**src/rtl/pipe_sched.sv**
```systemverilog
// Pipeline scheduler for the 5-stage MIPS core: per-stage enables/flushes from hazards, redirects, MDU and halt.
// Optional front-end stall counter is built only when PERF_STALL_CNT_EN is defined.
module pipe_sched #(
   parameter int MDU_TIMEOUT = 64,
   parameter int STALL_CNT_W = 32
) (
   input  logic                   clk,
   input  logic                   rst,
   input  logic                   stall,
   input  logic                   ID_jump,
   input  logic                   EX_mdu,
   input  logic                   mdu_done,
   input  logic                   WB_halt,
   output logic                   PC_en,
   output logic                   IF_ID_en,
   output logic                   ID_EX_en,
   output logic                   EX_ME_en,
   output logic                   ME_WB_en,
   output logic                   IF_ID_flush,
   output logic                   ID_EX_flush,
   output logic                   EX_ME_flush,
   output logic                   mdu_go,
   output logic                   halted,
   output logic                   mdu_err,
   output logic [STALL_CNT_W-1:0] stall_cycles
);

   localparam int WAIT_W = (MDU_TIMEOUT > 2) ? $clog2(MDU_TIMEOUT) : 1;
   localparam logic [WAIT_W-1:0] WAIT_LAST = WAIT_W'(MDU_TIMEOUT - 1);

   typedef enum logic [1:0] {
      RUN      = 2'd0,
      MDU_WAIT = 2'd1,
      HALT     = 2'd2
   } state_t;

   state_t            state;
   state_t            state_nxt;
   logic [WAIT_W-1:0] wait_cnt;
   logic [WAIT_W-1:0] wait_cnt_nxt;
   logic              err_set;

   always_comb begin
      PC_en        = 1'b0;
      IF_ID_en     = 1'b0;
      ID_EX_en     = 1'b0;
      EX_ME_en     = 1'b0;
      ME_WB_en     = 1'b0;
      IF_ID_flush  = 1'b0;
      ID_EX_flush  = 1'b0;
      EX_ME_flush  = 1'b0;
      mdu_go       = 1'b0;
      err_set      = 1'b0;
      state_nxt    = state;
      wait_cnt_nxt = wait_cnt;

      if (rst) begin
         state_nxt    = RUN;
         wait_cnt_nxt = '0;
      end else begin
         case (state)
            RUN: begin
               if (WB_halt) begin
                  state_nxt = HALT;
               end else if (EX_mdu) begin
                  // Hold the MDU op in EX while older instructions drain past it.
                  mdu_go       = 1'b1;
                  EX_ME_en     = 1'b1;
                  ME_WB_en     = 1'b1;
                  EX_ME_flush  = 1'b1;
                  state_nxt    = MDU_WAIT;
                  wait_cnt_nxt = '0;
               end else begin
                  PC_en    = 1'b1;
                  IF_ID_en = 1'b1;
                  ID_EX_en = 1'b1;
                  EX_ME_en = 1'b1;
                  ME_WB_en = 1'b1;
                  if (stall) begin
                     PC_en       = 1'b0;
                     IF_ID_en    = 1'b0;
                     ID_EX_flush = 1'b1;
                  end else if (ID_jump) begin
                     IF_ID_flush = 1'b1;
                  end
               end
            end

            MDU_WAIT: begin
               if (WB_halt) begin
                  state_nxt = HALT;
               end else if (mdu_done) begin
                  PC_en     = 1'b1;
                  IF_ID_en  = 1'b1;
                  ID_EX_en  = 1'b1;
                  EX_ME_en  = 1'b1;
                  ME_WB_en  = 1'b1;
                  state_nxt = RUN;
                  if (stall) begin
                     PC_en       = 1'b0;
                     IF_ID_en    = 1'b0;
                     ID_EX_flush = 1'b1;
                  end else if (ID_jump) begin
                     IF_ID_flush = 1'b1;
                  end
               end else begin
                  EX_ME_en     = 1'b1;
                  ME_WB_en     = 1'b1;
                  EX_ME_flush  = 1'b1;
                  wait_cnt_nxt = wait_cnt + 1'b1;
                  if (wait_cnt == WAIT_LAST) begin
                     state_nxt = HALT;
                     err_set   = 1'b1;
                  end
               end
            end

            HALT: begin
               state_nxt = HALT;
            end

            default: begin
               state_nxt = RUN;
            end
         endcase
      end
   end

   always_ff @(posedge clk) begin
      if (rst) begin
         state    <= RUN;
         wait_cnt <= '0;
         halted   <= 1'b0;
         mdu_err  <= 1'b0;
      end else begin
         state    <= state_nxt;
         wait_cnt <= wait_cnt_nxt;
         if (state_nxt == HALT) begin
            halted <= 1'b1;
         end
         if (err_set) begin
            mdu_err <= 1'b1;
         end
      end
   end

`ifdef PERF_STALL_CNT_EN
   logic [STALL_CNT_W-1:0] stall_cnt;

   function automatic logic [STALL_CNT_W-1:0] sat_inc(input logic [STALL_CNT_W-1:0] v);
      return (&v) ? v : v + 1'b1;
   endfunction

   // The HALT entry cycle still counts: state is RUN/MDU_WAIT there with PC_en low.
   always_ff @(posedge clk) begin
      if (rst) begin
         stall_cnt <= '0;
      end else if (!PC_en && (state != HALT)) begin
         stall_cnt <= sat_inc(stall_cnt);
      end
   end

   assign stall_cycles = stall_cnt;
`else
   assign stall_cycles = '0;
`endif

endmodule

```
**config.mk**
```make
export PLATFORM = sky130hd
export DESIGN_NAME = pipe_sched
export DESIGN_NICKNAME = d
export VERILOG_FILES = /design/src/rtl/pipe_sched.sv
export SDC_FILE = /design/constraint.sdc
export NUM_CORES = 1
export LEC_CHECK = 0
export CORE_MARGIN = 8
export CORE_UTILIZATION = 36
export DETAILED_ROUTE_END_ITERATION = 12
export GPL_TIMING_DRIVEN = 0
export PLACE_DENSITY_LB_ADDON = 0.05
export SLEW_MARGIN = 20
export SYNTH_ARGS = -nofsm -noshare
export SYNTH_HDL_FRONTEND = slang
export SYNTH_SLANG_ARGS = --single-unit
```
**constraint.sdc**
```tcl
create_clock -name clk -period 1.7 [get_ports clk]
set_clock_uncertainty 0.15 [all_clocks]
set_input_delay 0.255 -clock clk [delete_from_list [all_inputs] [get_ports clk]]
set_output_delay 0.255 -clock clk [all_outputs]
set_load 0.005 [all_outputs]
```
[Yosys cells after proc, flatten, opt, wreduce, memory -nomap -nowiden]
Index checks and enable logic that the tools add are counted.
Word-level totals
  output and inout port bits: 43
  bits in registers: 10
  input port bits: 7
Cells by class
  add/sub/neg operators: 1
  equality and inequality tests: 8
  muxes and demuxes: 56
  reductions and logical operators: 4
Operator list (count)
  $mux W1: 39
  $mux W6: 4
  $mux W2: 6
  $pmux W6 S2: 1
  $pmux W1 S2: 5
  $ne A2 B2 Y1 const B: 4
  $add A6 B1 Y6 const B: 1
  $eq A6 B6 Y1 const B: 1
  $pmux W2 S3: 1
  $reduce_and A5 Y1: 1
  $eq A2 B2 Y1 const B: 2
  $eq A2 B1 Y1 const B: 1
  $logic_not A2 Y1: 1
  $reduce_bool A2 Y1: 1
  $reduce_or A2 Y1: 1

[Depth between registers and ports, before layout]
Gate-level depths: netlist of the first run.
  word-level depth: 7
  gate-level depth with buffers: 6

[Least setup slack after synthesis of the first run]
No wires, ideal clock.
  kind: flip-flop to output port
  start: register state[1]
  end: output port PC_en
  cell stages (with the launch flop): 6
  buffers on the path: 2
  arrival: 1.233 ns
  path slack: 0.062 ns
  path through: dfxtp_1 buf_8 nor3_1 nand2_1 nor2_1 buf_4
Between the ends
  cells in the longest elaborated chain, start to end: 3
  elaborated cells on any way between the ends: 4
  those cells by class: eq/ne: 1; mux: 2; reduce/logical: 1
Ends and longest elaborated chain
  start: declaration: RTL line 37  | state_t state;
  start signal: assignment: RTL line 136  | state <= state_nxt;
  $eq A2 B1 Y1 / $logic_not A2 Y1 (equally long branches)
  $pmux W1 S2 *
  $mux W1 *
  end: declaration: RTL line 14  | output logic PC_en,
Every way passes the cells marked *; elsewhere a longest branch is shown, timed or not.

[Worst setup path in the final report of the first run]
  start: register state[0]
  end: output port IF_ID_flush
Between the ends
  cells in the longest elaborated chain, start to end: 3
  elaborated cells on any way between the ends: 4
  those cells by class: eq/ne: 1; mux: 2; reduce/logical: 1
Ends and longest elaborated chain
  $eq A2 B1 Y1 / $logic_not A2 Y1 (equally long branches): RTL line 61  | case (state)
  $pmux W1 S2 *: RTL line 61
  $mux W1 *: RTL line 57  | if (rst) begin
  end: declaration: RTL line 19  | output logic IF_ID_flush,
Marked as above.

==> impl_metrics.yaml, run 1 <==
outcome:
  outcome: "finished, violations left"
  violations: "negative setup slack"
global_routing:
  grt_pass1_vias: 728
  grt.overflow.total: 0
  use_met1_pct: 8.735
  use_met3_pct: 4.064
  grt_max_degree: 9
  grt_use_met2_pct: 16.60
  grt_util_all_layers_pct: 9.633
  grt_pass1_wl_mm: 3.146
  top_usage_layer: "met2"
  grt_antenna_before_repair: 0
yosys:
  yosysTopAreaCell: "buf_4"
  ys_dominant_reg_cell: "dfxtp_1"
  synthArstFlopShare_pct: 0
  syn_avg_cell_area_sq_um: 8.384
  yosys.area.top_type_share_pct: 32.31
  synth_edf_count: 0
  netlist_top_cells_area: "buf_4 32%, dfxtp_1 25%, xor2_1 4.3%"
  ys_warn_count: 0
  synth-seq-cells: 10
  ys_seq_area_share_pct: 24.62
  syn_inst: 97
  synth_area_sq_um: 813.3
  synth_cell_types: 30
critical_path:
  path_max_fanout: 3
  start_kind: "register"
  cp-end-kind: "output pin"
  path_class: "reg -> out"
  cpMaxStageDelayCell: "dfxtp_4"
  max_stage_delay_ps: 340
  required_ps: 1290
  crit_path_cell_trace: "and2b_2 > nor2_4 > nand2_4 > buf_6 > nor3b_2 > buf_2"
  r2r_cells: 7
  critPathArrivalTime_ps: 1430
sta:
  fin_ws_ps: -137.5
  max_freq_mhz: 544.2
  finalCritPeriodShare_pct: 108.1
  finalHoldViolations: 0
  finalCriticalPeriod_ps: 1837
  whs_ps: 137.9
  report.final.slew_viol_count: 0
  rsz0062_at_grt: "true"
  setup_viol: 6
place:
  port_buffers: 16
  dp.cells: 172
  dpl.hpwl_mm: 1.498
  post-place-ws_ps: -797.8
  finalWeightedCongestion: 0.7147
cells_and_area:
  diodes: 0
  drive_gt1_share_pct: 46.54
  finish.utilization_pct: 58.82
  fin_nets: 169
  final_cell_count_no_fill: 187
  syn_to_final_growth_pct: 56.92
  fillers: 210
flow_run:
  maxCapViolations: 0
clocking:
  clk_pin_slew_ps: 60
  cts_buffers: 3
  h-tree-depth: 1
  cts.sinks: 10
  clkLatencyLatePin_ps: 270
  cts_buffer_depth: 2
  cts_root_buf: "clkbuf_4"
  tritoncts: "built"
die:
  die_x_um: 63.53
  die-area_sq_um: 4036
  io_pins: 50
  die_y_um: 63.53
  start_util_pct: 37.49
  core_sq_um: 2170
  num_rows: 17
drt:
  dr.pass1.iters: 4
  ant_nets: 0
  via_count: 728
  drc_errors: 0
  vias_per_cell: 3.893
  drt_wl_total_mm: 2.005
  drt_iter0_drc: 17
  wl_per_cell_um: 10.72
power_and_ir_drop:
  p_seq_share_pct: 41.2
  finalPower_w: 0.0005875
  p_int_w: 0.0004268
  leakage_nw: 0.6944
  p_clk_share_pct: 27.3
  sw_frac_of_total_pct: 27.35
  max-vdd-ir-drop_mv: 0.3566
  combPwrFrac_pct: 31.4
  power_per_cell_area_nw_per_um2: 460.4
  switching_power_w: 0.0001607
worst_hold_path:
  worstHoldPathCells: 2
  hp-class: "in -> reg"
[final timing paths]
path | start | end | slack, ps
max | state[0]$_SDFF_PP0_ | IF_ID_flush | -140
min | rst | wait_cnt[1]$_SDFFE_PP0P_ | 140
max reg2reg | state[0]$_SDFF_PP0_ | wait_cnt[1]$_SDFFE_PP0P_ | -20
min reg2reg | mdu_err$_SDFFE_PP0P_ | mdu_err$_SDFFE_PP0P_ | 330
[synthesized netlist by cell type, types with 2 or more instances]
| master | n |
|---|---|
| and2_1 | 3 |
| and3_1 | 3 |
| buf_4 | 35 |
| dfxtp_1 | 10 |
| inv_1 | 2 |
| nand2_1 | 4 |
| nor2_1 | 9 |
| nor3_1 | 3 |
| nor3b_1 | 2 |
| o2111ai_1 | 3 |
| xor2_1 | 4 |
[flip-flops by register name, indices dropped and copies added (netlist names)]
| signal | flops |
|---|---|
| wait_cnt | 6 |
| halted | 1 |
| mdu_err | 1 |
| state | 2 |
[worst max-delay path: cells and delay by family (launching register included)]
family,cells,cell delay (ps)
flip-flops,1,340
AND/OR/NAND/NOR,4,570
buffers and inverters,2,250
[power by group through the flow]
stage               clock network [W]  registers (W)  logic [W]
CTS                          0.000170       0.000245   0.000160
detailed placement                  0       0.000248   0.000152
finish                       0.000161       0.000242   0.000185
floorplan                           0       0.000248   0.000114
global placement                    0       0.000248   0.000152
global route                 0.000173       0.000242   0.000203
[timing repair]
item / 4_1_cts / 5_1_grt
setup buffers: 9 / 5
resized for setup: 47 / 10
gates cloned: 0 / 0
setup endpoints to repair: 9 / 8
pin swaps: 9 / 8
hold buffers: 0 / 0
[layer usage]
layer  part of all wire [%]  vias up
li1                       -      378
met4                    2.8        0
met1                     39      305
met3                     11        5
met2                     47       40
met5                      0        -
[metrics by stage]
step,TNS [ps],instance area [sq um]
final,-450.2,1276
after global placement,-5663,1125
after floorplan,0,929.6
after global routing,-851.0,1276
after CTS,-375.9,1225
after detailed placement,-6057,1125
[layout by cell type (no fill, tap or decap), types with 2 or more instances in the layout]
cell type	Yosys	layout
buf_4	35	44
conb_1	1	32
dfxtp_1	10	8
nor2_1	9	7
buf_6	1	7
buf_2	1	5
dlygate4sd2_1	0	5
xor2_1	4	4
clkdlybuf4s50_1	0	4
and2_1	3	3
nor2_4	1	3
and3_1	3	3
o2111ai_1	3	3
nand2_1	4	3
clkbuf_4	0	3
dfxtp_4	0	2
[kinds of logic (layout without fill, tap and decap cells)]
group,after synthesis,after routing,share of synthesized area [%]
adder cells (fa/ha/maj),1,1,1.538
buffers and inverters,40,71,37.08
flip-flops,10,10,24.62
AO/OA/AOI/OAI,11,11,11.39
multiplexers,1,1,1.231
XOR/XNOR,4,4,4.307
AND/OR/NAND/NOR,29,29,19.38
other,1,32,0.4611
[area by class of cell]
class	count	area [sq um]	area share [%]
multi-input cells	78	480.5	37.65
plain buffers	36	271.5	21.27
repair buffers	30	251.5	19.71
flip-flops and latches	10	207.7	16.27
well taps	28	35.03	2.745
clock buffers	3	22.52	1.765
inverters	2	7.507	0.5882
Note: power is estimated with default switching activity, not from simulation.
==> inputs of run 2 (changes only) <==
TNS_END_PERCENT = 100   (was not set)
==> results of run 2 <==
Same layout as run 1: the final DEF is identical, and so are final timing and power.
